File: src/rtl/cpu_pkg.sv
// Shared CPU definitions: fetch state encoding and opcode field layout.
// The decoder imports the same field constants.
package cpu_pkg;

  typedef enum logic [2:0] {
    IDLE,
    FETCH_OP,
    FETCH_ARG,
    FETCH_DATA,
    ISSUE
  } fetch_state_t;

  localparam int         OPC_ONE_ARG_BIT = 7;
  localparam int         OPC_SRC_LSB     = 1;
  localparam logic [1:0] SRC_DATA        = 2'b01;
  localparam logic [1:0] OPC_CLASS_MEM   = 2'b10;

  function automatic logic has_arg(input logic [7:0] opc);
    return opc[OPC_ONE_ARG_BIT];
  endfunction

  // Memory-class opcode whose source field selects a data byte at {8'h00, arg}.
  function automatic logic is_data_src(input logic [7:0] opc);
    return (opc[7:6] == OPC_CLASS_MEM) && (opc[OPC_SRC_LSB +: 2] == SRC_DATA);
  endfunction

endpackage

File: src/rtl/fetch_pc.sv
// Fetch pointer register: reset value, increment after each instruction-byte
// read, and load of a branch target from the execute stage.
module fetch_pc #(
  parameter logic [15:0] RESET_PC = 16'h0000
) (
  input  logic        clk,
  input  logic        rst,
  input  logic        inc,
  input  logic        load,
  input  logic [15:0] load_pc,
  output logic [15:0] fptr
);

  always_ff @(posedge clk or posedge rst) begin
    if (rst) begin
      fptr <= RESET_PC;
    end else if (load) begin
      fptr <= load_pc;
    end else if (inc) begin
      fptr <= fptr + 16'd1;
    end
  end

endmodule

File: src/rtl/fetch_unit.sv
// Instruction fetch stage: reads opcode, optional argument and optional data
// byte over an 8-bit bus, then presents the assembled instruction to decode.
module fetch_unit
  import cpu_pkg::*;
#(
  parameter logic [15:0] RESET_PC = 16'h0000
) (
  input  logic        clk,
  input  logic        rst,
  output logic [15:0] mem_addr,
  output logic        mem_rd,
  input  logic        mem_ready,
  input  logic [7:0]  mem_rdata,
  output logic [15:0] inst,
  output logic [7:0]  data,
  output logic [15:0] pc,
  output logic        inst_valid,
  input  logic        inst_ready,
  input  logic        redirect_valid,
  input  logic [15:0] redirect_pc
);

  // Handshakes: a memory read transfers on a cycle with mem_rd && mem_ready,
  // an instruction transfers on a cycle with inst_valid && inst_ready; the
  // producer holds its address/payload stable until that cycle.
  fetch_state_t state;
  logic [15:0]  fptr;
  logic         ptr_inc;
  logic         ptr_load;

  assign ptr_inc  = mem_ready && ((state == FETCH_OP) || (state == FETCH_ARG));
  assign ptr_load = (state == ISSUE) && inst_ready && redirect_valid;

  fetch_pc #(
    .RESET_PC (RESET_PC)
  ) u_fetch_pc (
    .clk     (clk),
    .rst     (rst),
    .inc     (ptr_inc),
    .load    (ptr_load),
    .load_pc (redirect_pc),
    .fptr    (fptr)
  );

  // Bus controls decode only registered state, so mem_ready never feeds them.
  assign mem_rd     = (state == FETCH_OP) || (state == FETCH_ARG) || (state == FETCH_DATA);
  assign mem_addr   = (state == FETCH_DATA) ? {8'h00, inst[7:0]} : fptr;
  assign inst_valid = (state == ISSUE);

  always_ff @(posedge clk or posedge rst) begin
    if (rst) begin
      state <= IDLE;
      inst  <= 16'h0000;
      data  <= 8'h00;
      pc    <= RESET_PC;
    end else begin
      case (state)
        IDLE: state <= FETCH_OP;
        FETCH_OP: begin
          if (mem_ready) begin
            inst[15:8] <= mem_rdata;
            pc         <= fptr;
            if (!has_arg(mem_rdata)) begin
              inst[7:0] <= 8'h00;
              data      <= 8'h00;
              state     <= ISSUE;
            end else begin
              state <= FETCH_ARG;
            end
          end
        end
        FETCH_ARG: begin
          if (mem_ready) begin
            inst[7:0] <= mem_rdata;
            if (is_data_src(inst[15:8])) begin
              state <= FETCH_DATA;
            end else begin
              data  <= 8'h00;
              state <= ISSUE;
            end
          end
        end
        FETCH_DATA: begin
          if (mem_ready) begin
            data  <= mem_rdata;
            state <= ISSUE;
          end
        end
        ISSUE: begin
          if (inst_ready) state <= FETCH_OP;
        end
        default: state <= IDLE;
      endcase
    end
  end

endmodule

File: config.mk
export PLATFORM = sky130hd
export DESIGN_NAME = fetch_unit
export DESIGN_NICKNAME = d
export VERILOG_FILES = /design/src/rtl/cpu_pkg.sv /design/src/rtl/fetch_pc.sv /design/src/rtl/fetch_unit.sv
export SDC_FILE = /design/constraint.sdc
export NUM_CORES = 1
export LEC_CHECK = 0
export CAP_MARGIN = 20
export CORE_ASPECT_RATIO = 0.75
export CORE_MARGIN = 1.5
export CORE_UTILIZATION = 50
export CTS_BUF_LIST = sky130_fd_sc_hd__clkbuf_8 sky130_fd_sc_hd__clkbuf_16
export CTS_CLUSTER_SIZE = 40
export DETAILED_ROUTE_END_ITERATION = 6
export GPL_ROUTABILITY_DRIVEN = 0
export PLACE_DENSITY_LB_ADDON = 0.12
export SYNTH_ARGS = -nofsm -noshare
export SYNTH_HDL_FRONTEND = slang
export SYNTH_SLANG_ARGS = --single-unit
File: constraint.sdc
create_clock -name clk -period 3.3 [get_ports clk]
set_input_delay 0.825 -clock clk [delete_from_list [all_inputs] [get_ports clk]]
set_output_delay 0.825 -clock clk [all_outputs]
set_load 0.02 [all_outputs]
==> impl_metrics.yaml <==
sta:
  fin_skew_ns: 0.00463
  hold_viol: 0
  post-route-min-period_ns: 3.06
  finalHoldWorstSlack_ns: 0.504
  finalSetupViolCount: 0
  maxClockFrequency_mhz: 327
  worst-slew-pin-transition_ns: 0.821
  layout_worst_path_cycle_share_pct: 92.8
  grt_setup_unrepaired: "false"
  setup_total_negative_slack_ns: 0
  maxSlewViolCount: 0
  relSlewSlack_pct: 44.8
clocking:
  clockRootBuffer: "sky130_fd_sc_hd__clkbuf_8"
  tritoncts: "yes"
  clk-insertion-delay-late_ns: 0.33
  cts.sink_count: 59
  worst_setup_hold_path_clk_slew_ns: 0.06
  cts_repair_resize_count: 0
  clk_path_buf_depth: 2
  cts_bufs_inserted: 9
  cts_htree_levels: 3
  cts_hold_buf: 0
  cts_post_setup_buffers_inserted: 0
grt:
  first_global_vias: 2152
  grt_pass1_wl_um: 10400
  grt_antenna_before_repair: 0
  grt_start_max_net_pins: 33
  grt.total_usage_pct: 22.4
  overflow: 0
pwr:
  switching_power_mw: 1.47
  p_sw_share_pct: 39.1
  internal-power_mw: 2.29
  cellLeakagePower_nw: 1.69
  p_comb_share_pct: 49.8
  cellPowerDensity_nw_per_um2: 951
  clockPowerShare_pct: 15.6
  power.sequential.fraction_pct: 34.6
  worst_ir_drop_vdd_v: 0.000514
floorplanning:
  rows: 23
  die_area_um2: 6190
  initial_core_util_pct: 52.6
  die_height_um: 68.5
  io_pins: 87
  die_x_um: 90.4
  fp.coreArea_um2: 5440
yosys:
  postSynth.topFlopCell: "sky130_fd_sc_hd__dfrtp_1"
  yosys.area.top_type_share_pct: 51.6
  synth.net_count: 311
  synth-edff-count: 0
  ys_top_cells_by_area: "sky130_fd_sc_hd__dfrtp_1 (52%), sky130_fd_sc_hd__mux2_2 (9.8%), sky130_fd_sc_hd__nand2_1 (8.8%)"
  per_instance_average_area_after_synthesis_um2: 10.2
  synth_async_sr_flop_share_pct: 100
  yosysMostFrequentCell: "sky130_fd_sc_hd__nand2_1"
  synth_top_cell_by_area: "sky130_fd_sc_hd__dfrtp_1"
  netlist_area_um2: 2860
  yosysWarnings: 0
  yosys.cell_types.count: 33
  cells_after_synth: 281
  ys_seq_area_share_pct: 51.6
  postSynthRegisterBits: 59
  ys_top_cells_by_count: "sky130_fd_sc_hd__nand2_1 (67), sky130_fd_sc_hd__dfrtp_1 (59), sky130_fd_sc_hd__mux2_2 (25)"
layout:
  num_antenna_cells: 0
  final_layout_size_suffix_gt1_share_pct: 13.9
  num-fill-cells: 418
  seqCellArea_um2: 1480
  flow.area_growth_from_synthesis_pct: 38.5
  instances_no_fill: 448
  multi_input_logic_area_um2: 1250
  nNetsFinal: 399
flow_run:
  cap_viol_max_count: 0
placement:
  placedCellCount: 432
  buffer_ports.inserted: 86
  hpwlAfterDp_um: 4700
setup_path:
  crit_path_cell_trace: "inv_1, or2_2, and2_1, clkdlybuf4s50_1"
  path_buf_inv: 2
  crit_family: "buffers and inverters"
  timing.critical_path.to_type: "output port"
  crit_arrival_ns: 2.24
  worst-endpoint-required_ns: 2.47
  max_stage_delay_ns: 0.54
  crit_slowest_cell: "sky130_fd_sc_hd__clkdlybuf4s50_1"
  worst_setup_path_start_kind: "flip-flop"
  crit_path_max_fanout: 16
  timing.setup.critical_path_class: "flip-flop to output port"
routing:
  detail_route_antenna_nets: 0
  routed-via-count: 2287
  detail_route.wirelength_um: 6520
  drt_first_pass_iters: 4
  wl_per_cell_um: 14.5
  detail_route.drc_violations: 0
  initial_drc_count: 110
  detail_route.vias_per_cell: 5.10
status:
  status: "finished clean"
hold_path:
  holdCritPathClass: "flip-flop to flip-flop"
-- worst min-delay path, cell delays in order, from the launching register on --
cell and delay, ns:
sky130_fd_sc_hd__dfrtp_1 0.36, sky130_fd_sc_hd__nand2_1 0.05, sky130_fd_sc_hd__o21ai_0 0.06
-- registers in the layout, summed over array words and instances (netlist names) --
| register | flops |
|---|---|
| data | 8 |
| inst | 16 |
| pc | 16 |
| state | 3 |
| u_fetch_pc.fptr | 16 |
-- path summary, 6_finish.rpt --
check	startpoint	end	slack, ns	depth (start not counted)
setup / recovery	state[1]	mem_addr[14]	0.24	4
hold / removal	inst[6]	inst[6]	0.50	2
setup reg to reg	state[0]	u_fetch_pc.fptr[8]	1.42	6
hold reg to reg	inst[6]	inst[6]	0.50	2
max in group asynchronous	rst	pc[9]	1.80	3
min in group asynchronous	rst	data[0]	0.90	2
-- layer usage --
layer  global-route usage (%)  up-vias  wire, µm
li1                         -     1110         -
met1                     30.1     1102      3200
met2                     34.6       68      2910
met3                     7.79        7       330
met4                     6.75        0        76
met5                        0        -         0
-- placed cells by master, fill, tap and decap left out --
cell type,synthesis,routed
sky130_fd_sc_hd__xnor2_2,1,1
sky130_fd_sc_hd__nor2_1,8,8
sky130_fd_sc_hd__o21ai_2,1,1
sky130_fd_sc_hd__buf_2,7,1
sky130_fd_sc_hd__clkinv_2,0,2
sky130_fd_sc_hd__xnor2_1,2,2
sky130_fd_sc_hd__a21oi_1,5,5
sky130_fd_sc_hd__nor2_4,2,2
sky130_fd_sc_hd__xor2_1,13,13
sky130_fd_sc_hd__dfrtp_1,59,59
sky130_fd_sc_hd__nand2_1,67,67
sky130_fd_sc_hd__nand3_1,7,7
sky130_fd_sc_hd__nor3b_4,1,1
sky130_fd_sc_hd__clkdlybuf4s50_1,0,86
sky130_fd_sc_hd__nor3_1,1,1
sky130_fd_sc_hd__a21boi_0,1,1
sky130_fd_sc_hd__mux2i_1,9,9
sky130_fd_sc_hd__and2_1,10,10
sky130_fd_sc_hd__clkbuf_8,0,12
sky130_fd_sc_hd__nor3_4,1,1
sky130_fd_sc_hd__o21ai_1,11,11
sky130_fd_sc_hd__and4_1,1,1
sky130_fd_sc_hd__o22ai_1,1,1
sky130_fd_sc_hd__mux2_2,25,25
sky130_fd_sc_hd__o21ai_0,12,12
sky130_fd_sc_hd__nor2b_1,1,1
sky130_fd_sc_hd__nand4_1,5,5
sky130_fd_sc_hd__and3_1,5,5
sky130_fd_sc_hd__inv_1,11,11
sky130_fd_sc_hd__ha_1,1,1
sky130_fd_sc_hd__inv_2,0,1
sky130_fd_sc_hd__buf_12,0,2
sky130_fd_sc_hd__a21o_1,1,1
sky130_fd_sc_hd__buf_4,4,2
sky130_fd_sc_hd__nand2b_1,4,4
sky130_fd_sc_hd__or2_2,1,1
-- power groups by stage --
stage / sequential (mW) / clock (mW) / combinational [mW]
2_1_floorplan: 1.46 / 0 / 0.930
3_3_place_gp: 1.30 / 0 / 1.86
3_5_place_dp: 1.31 / 0 / 1.89
4_1_cts: 1.30 / 0.603 / 1.90
5_1_grt: 1.35 / 0.636 / 2.01
6_report: 1.30 / 0.589 / 1.88
-- final cells by class --
cell class                 instances  area share, %
sequential                        59           37.2
multi-input combinational        197           31.6
timing repair buffer              91           23.2
clock buffer                      12           4.17
tap                               75           2.37
inverter                          11           1.04
clock inverter                     3          0.347
-- through the flow --
step | utilization (%) | setup WS (ns) | cell area (µm²) | power [mW]
floorplan | - | 1.02 | 2860 | 2.39
finish | 72.9 | 0.238 | 3960 | 3.77
global placement | 69.5 | 0.548 | 3780 | 3.15
detailed placement | 69.5 | 0.515 | 3780 | 3.20
global route | 72.9 | 0.117 | 3960 | 3.99
CTS | 72.8 | 0.219 | 3960 | 3.80
-- cell families after synthesis --
logic type	share of synthesized area, %
simple gates	19.2
flops	51.6
mux	13.0
compound gates	5.95
buf+inv	4.63
xor+xnor	5.16
fa+ha+maj	0.437
(Power assumes the default switching activity.)
